## config.mk

```make
export PLATFORM = sky130hd
export DESIGN_NAME = ctrl_pipeline
export DESIGN_NICKNAME = d
export VERILOG_FILES = /design/src/rtl/ctrl_pkg.sv /design/src/rtl/ctrl_decoder.sv /design/src/rtl/ctrl_pipeline.sv
export SDC_FILE = /design/constraint.sdc
export NUM_CORES = 1
export LEC_CHECK = 0
export ABC_AREA = 1
export BUFFER_PORTS_ARGS = -buffer_cell sky130_fd_sc_hd__buf_2
export CAP_MARGIN = 20
export CELL_PAD_IN_SITES_DETAIL_PLACEMENT = 0
export CELL_PAD_IN_SITES_GLOBAL_PLACEMENT = 1
export CORE_ASPECT_RATIO = 1.4
export CORE_MARGIN = 2
export CORE_UTILIZATION = 29
export DETAILED_ROUTE_END_ITERATION = 16
export PLACE_DENSITY_LB_ADDON = 0.1
export SLEW_MARGIN = 20
export SYNTH_ARGS = -nofsm -noshare
export SYNTH_HDL_FRONTEND = slang
export SYNTH_SLANG_ARGS = --single-unit
```

## constraint.sdc

```tcl
create_clock -name clk -period 1.5 [get_ports clk]
set_clock_uncertainty 0.05 [all_clocks]
set_input_delay 0.15 -clock clk [delete_from_list [all_inputs] [get_ports clk]]
set_output_delay 0.15 -clock clk [all_outputs]
set_load 0.1 [all_outputs]
```

## src/rtl/ctrl_pkg.sv

```systemverilog
// Shared encodings and control bundles for the pipelined ARM-subset control unit.
// Optional feature macro: CTRL_BL_EN (branch-with-link decode).
package ctrl_pkg;

  localparam logic [1:0] OP_DP  = 2'b00;
  localparam logic [1:0] OP_MEM = 2'b01;
  localparam logic [1:0] OP_BR  = 2'b10;

  localparam logic [1:0] ALU_ADD = 2'b00;
  localparam logic [1:0] ALU_SUB = 2'b01;
  localparam logic [1:0] ALU_AND = 2'b10;
  localparam logic [1:0] ALU_ORR = 2'b11;

  localparam logic [1:0] IMM_8  = 2'b00;
  localparam logic [1:0] IMM_12 = 2'b01;
  localparam logic [1:0] IMM_24 = 2'b10;

  localparam logic [1:0] RSRC_NONE  = 2'b00;
  localparam logic [1:0] RSRC_PC    = 2'b01;
  localparam logic [1:0] RSRC_RD    = 2'b10;

  localparam logic [3:0] CMD_ADD = 4'b0100;
  localparam logic [3:0] CMD_SUB = 4'b0010;
  localparam logic [3:0] CMD_AND = 4'b0000;
  localparam logic [3:0] CMD_ORR = 4'b1100;

  // Decode-stage bundle produced by the decoder.
  typedef struct packed {
    logic       reg_w;
    logic       mem_w;
    logic       mem_to_reg;
    logic       alu_src;
    logic       branch;
    logic       pcs;
    logic       link;
    logic [1:0] flag_w;
    logic [1:0] alu_control;
    logic [1:0] imm_src;
    logic [1:0] reg_src;
  } ctrl_t;

  // Contents of the D->E register; all-zero is a bubble.
  typedef struct packed {
    logic [3:0] cond;
    logic [1:0] flag_w;
    logic       pcs;
    logic       reg_w;
    logic       mem_w;
    logic       branch;
    logic [1:0] alu_control;
    logic       alu_src;
    logic       mem_to_reg;
  } e_stage_t;

endpackage

```

## src/rtl/ctrl_decoder.sv

```systemverilog
// Combinational main + ALU decoder: instruction -> Decode-stage control bundle.
// With CTRL_BL_EN defined, Op10 with Funct[4]=1 decodes as BL (register write + link).
module ctrl_decoder
  import ctrl_pkg::*;
#(
  parameter int INSTR_W = 32
) (
  input  logic [INSTR_W-1:0] instr,
  output ctrl_t              ctrl
);

  logic [1:0] op;
  logic [5:0] funct;
  logic [3:0] rd;
  logic       arith;
  logic       legal;

  assign op    = instr[27:26];
  assign funct = instr[25:20];
  assign rd    = instr[15:12];

  // Condition field is consumed by the pipeline, the rest is operand encoding.
  logic unused_bits;
  assign unused_bits = ^{instr[INSTR_W-1:28], instr[19:16], instr[11:0]};

  always_comb begin
    ctrl  = '0;
    arith = 1'b0;
    legal = 1'b0;
    case (op)
      OP_DP: begin
        ctrl.alu_src = funct[5];
        ctrl.imm_src = IMM_8;
        ctrl.reg_src = RSRC_NONE;
        case (funct[4:1])
          CMD_ADD: begin ctrl.alu_control = ALU_ADD; legal = 1'b1; arith = 1'b1; end
          CMD_SUB: begin ctrl.alu_control = ALU_SUB; legal = 1'b1; arith = 1'b1; end
          CMD_AND: begin ctrl.alu_control = ALU_AND; legal = 1'b1; end
          CMD_ORR: begin ctrl.alu_control = ALU_ORR; legal = 1'b1; end
          default: ctrl.alu_control = ALU_ADD;
        endcase
        ctrl.reg_w  = legal;
        ctrl.flag_w = {funct[0] & legal, funct[0] & arith};
      end
      OP_MEM: begin
        ctrl.alu_src     = 1'b1;
        ctrl.imm_src     = IMM_12;
        ctrl.alu_control = ALU_ADD;
        if (funct[0]) begin
          ctrl.reg_w      = 1'b1;
          ctrl.mem_to_reg = 1'b1;
          ctrl.reg_src    = RSRC_NONE;
        end else begin
          ctrl.mem_w   = 1'b1;
          ctrl.reg_src = RSRC_RD;
        end
      end
      OP_BR: begin
        ctrl.branch      = 1'b1;
        ctrl.alu_src     = 1'b1;
        ctrl.imm_src     = IMM_24;
        ctrl.reg_src     = RSRC_PC;
        ctrl.alu_control = ALU_ADD;
`ifdef CTRL_BL_EN
        ctrl.reg_w = funct[4];
        ctrl.link  = funct[4];
`endif
      end
      default: ctrl = '0;
    endcase
    // BL writes R14 implicitly, so Rd must not turn it into a PC write.
    ctrl.pcs = ctrl.branch | (ctrl.reg_w & (rd == 4'hF) & (op != OP_BR));
  end

endmodule

```

## src/rtl/ctrl_pipeline.sv

```systemverilog
// Pipelined control unit: decodes in D and carries controls through E/M/W registers.
// Optional feature macro: CTRL_BL_EN adds the Link D->W pipe feeding LinkW.
module ctrl_pipeline
  import ctrl_pkg::*;
#(
  parameter int INSTR_W = 32
) (
  input  logic               clk,
  input  logic               reset,
  input  logic [INSTR_W-1:0] InstrD,
  input  logic               FlushE,
  input  logic               PCSrcE,
  input  logic               RegWriteE,
  input  logic               MemWriteE,
  output logic [1:0]         ImmSrcD,
  output logic [1:0]         RegSrcD,
  output logic [3:0]         CondE,
  output logic [1:0]         FlagWE,
  output logic               PCSE,
  output logic               RegWE,
  output logic               MemWE,
  output logic               BranchE,
  output logic [1:0]         ALUControlE,
  output logic               ALUSrcE,
  output logic               MemtoRegE,
  output logic               RegWriteM,
  output logic               MemWriteM,
  output logic               MemtoRegM,
  output logic               PCSrcM,
  output logic               RegWriteW,
  output logic               MemtoRegW,
  output logic               PCSrcW,
  output logic               LinkW
);

  ctrl_t    ctrl_d;
  e_stage_t e_d;
  e_stage_t e_q;

  ctrl_decoder #(.INSTR_W(INSTR_W)) u_decoder (
    .instr (InstrD),
    .ctrl  (ctrl_d)
  );

  assign ImmSrcD = ctrl_d.imm_src;
  assign RegSrcD = ctrl_d.reg_src;

  always_comb begin
    e_d             = '0;
    e_d.cond        = InstrD[31:28];
    e_d.flag_w      = ctrl_d.flag_w;
    e_d.pcs         = ctrl_d.pcs;
    e_d.reg_w       = ctrl_d.reg_w;
    e_d.mem_w       = ctrl_d.mem_w;
    e_d.branch      = ctrl_d.branch;
    e_d.alu_control = ctrl_d.alu_control;
    e_d.alu_src     = ctrl_d.alu_src;
    e_d.mem_to_reg  = ctrl_d.mem_to_reg;
  end

  always_ff @(posedge clk or negedge reset) begin
    if (!reset)      e_q <= '0;
    else if (FlushE) e_q <= '0;
    else             e_q <= e_d;
  end

  assign CondE       = e_q.cond;
  assign FlagWE      = e_q.flag_w;
  assign PCSE        = e_q.pcs;
  assign RegWE       = e_q.reg_w;
  assign MemWE       = e_q.mem_w;
  assign BranchE     = e_q.branch;
  assign ALUControlE = e_q.alu_control;
  assign ALUSrcE     = e_q.alu_src;
  assign MemtoRegE   = e_q.mem_to_reg;

  // Memory takes the condition-gated writes returned by the conditional logic.
  always_ff @(posedge clk or negedge reset) begin
    if (!reset) begin
      RegWriteM <= 1'b0;
      MemWriteM <= 1'b0;
      MemtoRegM <= 1'b0;
      PCSrcM    <= 1'b0;
      RegWriteW <= 1'b0;
      MemtoRegW <= 1'b0;
      PCSrcW    <= 1'b0;
    end else begin
      RegWriteM <= RegWriteE;
      MemWriteM <= MemWriteE;
      MemtoRegM <= e_q.mem_to_reg;
      PCSrcM    <= PCSrcE;
      RegWriteW <= RegWriteM;
      MemtoRegW <= MemtoRegM;
      PCSrcW    <= PCSrcM;
    end
  end

`ifdef CTRL_BL_EN
  logic link_e;
  logic link_m;
  logic link_w;

  always_ff @(posedge clk or negedge reset) begin
    if (!reset) begin
      link_e <= 1'b0;
      link_m <= 1'b0;
      link_w <= 1'b0;
    end else begin
      link_e <= FlushE ? 1'b0 : ctrl_d.link;
      link_m <= link_e;
      link_w <= link_m;
    end
  end

  assign LinkW = link_w;
`else
  logic unused_link;
  assign unused_link = ctrl_d.link;
  assign LinkW       = 1'b0;
`endif

endmodule

```

== After elaboration in Yosys (flattened, before gate mapping) ==
Index checks and enable logic that the tools add are counted.
Word-level totals
  register bits after elaboration: 21
  output and inout port bits: 26
  input port bits: 38
  word-level logic and storage cells: 48
Cells by class
  reductions and logical operators: 5
  multiplexer cells: 15
  eq/ne operators: 7
  bitwise operators: 5
Operators with widths (count)
  6-bit case mux with 3 select lines: 1
  14-bit 2-to-1 mux: 1
  4-bit equality test (second input constant): 2
  1-bit 2-to-1 mux: 7
  2-bit 2-to-1 mux: 3
  2-bit case mux with 3 select lines: 1
  1-bit bitwise AND: 4
  4-bit by 2-bit equality test with 1-bit output (second input constant): 1
  4-bit by 3-bit equality test with 1-bit output (second input constant): 1
  4-bit zero test: 1
  1-bit case mux with 2 select lines: 2
  2-bit OR reduction: 2
  4-bit OR reduction: 1
  2-bit by 1-bit equality test with 1-bit output (second input constant): 1
  2-bit equality test (second input constant): 1
  2-bit zero test: 1
  2-bit != test (second input constant): 1
  1-bit OR: 1

== Depth between registers and ports, before layout ==
  depth after elaboration: 9
  gate-level depth with buffers: 9
  mapped depth without buffers: 9

== Hierarchy ==
Synthesis repeated with hierarchy kept, for this count alone.
Second synthesis, totals
  cells, all modules: 100
  area, all modules: 913.4 um2
Modules (own cells, without submodules)
  ctrl_pipeline: area each 653.1 um2, instances 1, seq. area each 525.5 um2, cells an instance 52
  ctrl_decoder: area each 260.2 um2, instances 1, seq. area each 0.0 um2, cells an instance 48

== Worst setup path before layout ==
No wires, ideal clock.
  path type: input port to output port
  from: in InstrD[27]
  to: out RegSrcD[1]
  data arrival time: 1.671 ns
  slack: -0.371 ns
  required time: 1.300 ns
  buffers on the path: 0
  cell stages on the path: 4
  cells stage by stage: inv_1 -> ha_1 -> inv_1 -> nor2_1
On the way
  longest elaborated chain between the ends: 2
  elaborated cells on any way between the ends: 4
  those cells by class: eq/ne (2); mux (1); reduce/logical (1)
RTL lines
  start: declaration: line ctrl_pipeline.sv:10  | input logic [INSTR_W-1:0] InstrD,
  2-bit equality test (tied with other cells): line ctrl_decoder.sv:30  | case (op)
  6-bit case mux with 3 select lines (*): line ctrl_decoder.sv:30
  end: declaration: line ctrl_pipeline.sv:16  | output logic [1:0] RegSrcD,
Mark *: on every way between the ends. The rest lies on a longest branch, timed or not.

== Worst setup path after layout ==
  from: reg e_q (netlist bit MemtoRegE)
  to: out MemtoRegE
RTL lines
  start: declaration: line ctrl_pipeline.sv:38  | e_stage_t e_q;
  start signal: assignment: line ctrl_pipeline.sv:62  | if (!reset) e_q <= '0;
  start signal: assignment: line ctrl_pipeline.sv:63  | else if (FlushE) e_q <= '0;
  start signal: assignment: line ctrl_pipeline.sv:64  | else e_q <= e_d;
  end: declaration: line ctrl_pipeline.sv:25  | output logic MemtoRegE,
No word-level cell between the ends.

==> impl_results.md <==
* Peak VDD IR at 354 uV
* Yosys top cell area share at 0.616
* Gpl congestion at 0.729
* Fill cells at 282
* Post-CTS setup buffer count at 0
* WL final at 1480 um
* Xor and xnor fraction of the mapped netlist area at 0
* Drt first pass iters at 2
* Htree depth at 1
* Worst Setup End Kind: primary output
* CP Max Fanout at 2
* Fmax at 809 MHz
* Synth warn at 0
* Root buffer cell: clkbuf_8
* Post-Synth Simple-Gate Area at 0.188
* Ys flop type: dfrtp_1
* First-pass GRT wire length at 2550 um
* Most common cell in the synthesized netlist: dfrtp_1
* Max_cap viols at 0
* Commonest cells in the synthesized netlist: 21 x dfrtp_1, 15 x inv_1, 11 x nor2_1
* CTS sink count at 21
* Number of flops mapped to enable cells by yosys at 0
* Setup_tns at 0 ns
* Crit-path slowest cell: buf_2
* Die Span Y at just under 70 um
* CTS tree: built
* Post-layout minimum cycle time at 1.24 ns
* Die area at 0.00340 sq mm
* Crit path buf inv count at 1
* Via density per instance at ~3.8
* Post-Synthesis Cells at 81
* Synth Area in Compound Gates at 0.0176
* Min-Delay Path Class: in -> reg
* DP HPWL at 1220 um
* CP cell instances: buf_2
* Final setup fails at 0
* Critical path required time at 1.30 ns
* Storage element area at 526 sq um
* Antenna diodes at 0
* Fin util at 0.424
* Mux contribution to synthesized area at 0
* Buffers on Ports at between 40 and 50
* Seq cells post-synth at 21
* P&R area growth vs syn at 41.6%
* Core ar. at 0.00285 sq mm
* Layout cells sized above 1 at 0.447
* Clock Path Buffers at 2
* Placement Rows at 23
* Netlist cell types at 17
* Routed len/inst at between 8 and 9 um
* Worst-path clk slew at 0.07 ns
* Final Hold Viols at 0
* CTS Buf Count at 3
* DRT iter0 DRCs at 1
* Most area-hungry cell type in the Yosys netlist: dfrtp_1
* Fin nets at 176
* Largest cells by area after synthesis: dfrtp_1 62%, ha_1 7.3%, inv_1 6.6%
* Outcome: finished clean
* Number of flip-flops in the largest register at 4
* Total number of vias at between 600 and 700
* DIE WIDTH at 49.8 um
* Register area share after synthesis at 0.616
* Worst setup margin at between 0.2 and 0.3 ns
* CP Class: reg -> out
* Main combinational cell family by area after synthesis: simple AND/OR/NAND/NOR gates
* Leak Pwr at 0.724 nW
* Multi-input logic area at 246 sq um
* Fin crit share at 0.824
* Post-CTS Resized at 0
* Hold Buf Count CTS at 4
* DR DRC count at 0
* Synthesized area per cell at between 10 and 15 sq um
* Post-Synth Adder-Cell Area at 0.0733
* Vias in the first global route at between 600 and 700
* Post-synth ARST share at 1.00
* Global route overflow at 0
* Pwr dens at 1060 mW/mm^2
* Post-Syn Nets at 124
* Pin count of the biggest net entering global routing at 22
* Slew Limit Fails at 0
* Total track usage at 0.102
* Max incr delay on CP at 0.43 ns
* Initial antenna violation count at 0
* Worst Path Arrival at 1.04 ns
* Latest clock arrival within the worst-skew pair at 0.25 ns
* RSZ-0062 raised after global routing: no
* Ports at 64
* Worst slack, placed at 0.329 ns
* Worst path top cell family by delay: buffers and inverters
* Post-Synthesis Cell Area at 853 sq um
* Starting Density at 0.300
* Routed Antenna Nets at 0
* CP Launch Type: flop
[cell usage in the layout (no fill, tap or decap), types with 3 or more instances in the layout]
cell,instances
nand2_1,10
buf_2,45
clkbuf_8,3
nand3_1,3
a21oi_1,3
dfrtp_1,21
nand2_2,3
ha_1,4
dlygate4sd3_1,4
inv_1,15
nor2_1,10
[final timing paths]
kind	startpoint	endpoint	slack, ns	depth (start not counted)
max	MemtoRegE$_DFF_PN0_	MemtoRegE	0.26	1
min	InstrD[31]	CondE[3]$_DFF_PN0_	0.04	3
max reg2reg	MemtoRegE$_DFF_PN0_	MemtoRegM$_DFF_PN0_	0.95	0
min reg2reg	RegWriteM$_DFF_PN0_	RegWriteW$_DFF_PN0_	0.32	0
max in group asynchronous	reset	BranchE$_DFF_PN0_	0.78	2
min in group asynchronous	reset	CondE[0]$_DFF_PN0_	0.32	2
[stage by stage]
stage          instance area, sq um  hold WS (ns)  cells  total power, mW
6_report                       1210        0.0421    169             1.28
3_3_place_gp                   1120        0.0689    161            0.940
4_1_cts                        1210        0.0329    169             1.30
3_5_place_dp                   1120        0.0699    161            0.942
2_1_floorplan                   858        -0.196     81            0.867
5_1_grt                        1210        0.0296    169             1.35
[metal layers]
| metal | up-vias | GRT usage | wire, um |
|---|---|---|---|
| met5 | - | 0 | 0 |
| met4 | 0 | 0.0833 | 27 |
| met3 | 2 | 0.0131 | 94 |
| met2 | 27 | 0.192 | 775 |
| met1 | 281 | 0.0989 | 582 |
| li1 | 337 | - | - |
[where the power goes]
part / switching [mW] / total (mW) / internal, mW / leakage (nW)
clock network: 0.159 / 0.347 / 0.188 / 0.0228
logic: 0.278 / 0.344 / 0.0658 / 0.427
registers: 0.00484 / 0.592 / 0.587 / 0.274
[cell type report]
type,instances,share of cell area
multi-input combinational,41,0.204
clock buffer,4,0.0373
timing repair buffer,50,0.236
sequential,21,0.435
inverter,16,0.0497
tap,37,0.0383
[kinds of logic after synthesis]
logic type	Yosys count
DFF	21
adders and majority gates	5
buffers and inverters	19
other	1
AOI/OAI and AO/OA	3
and+or+nand+nor	32
No activity file was read; power rests on OpenSTA's default activity.
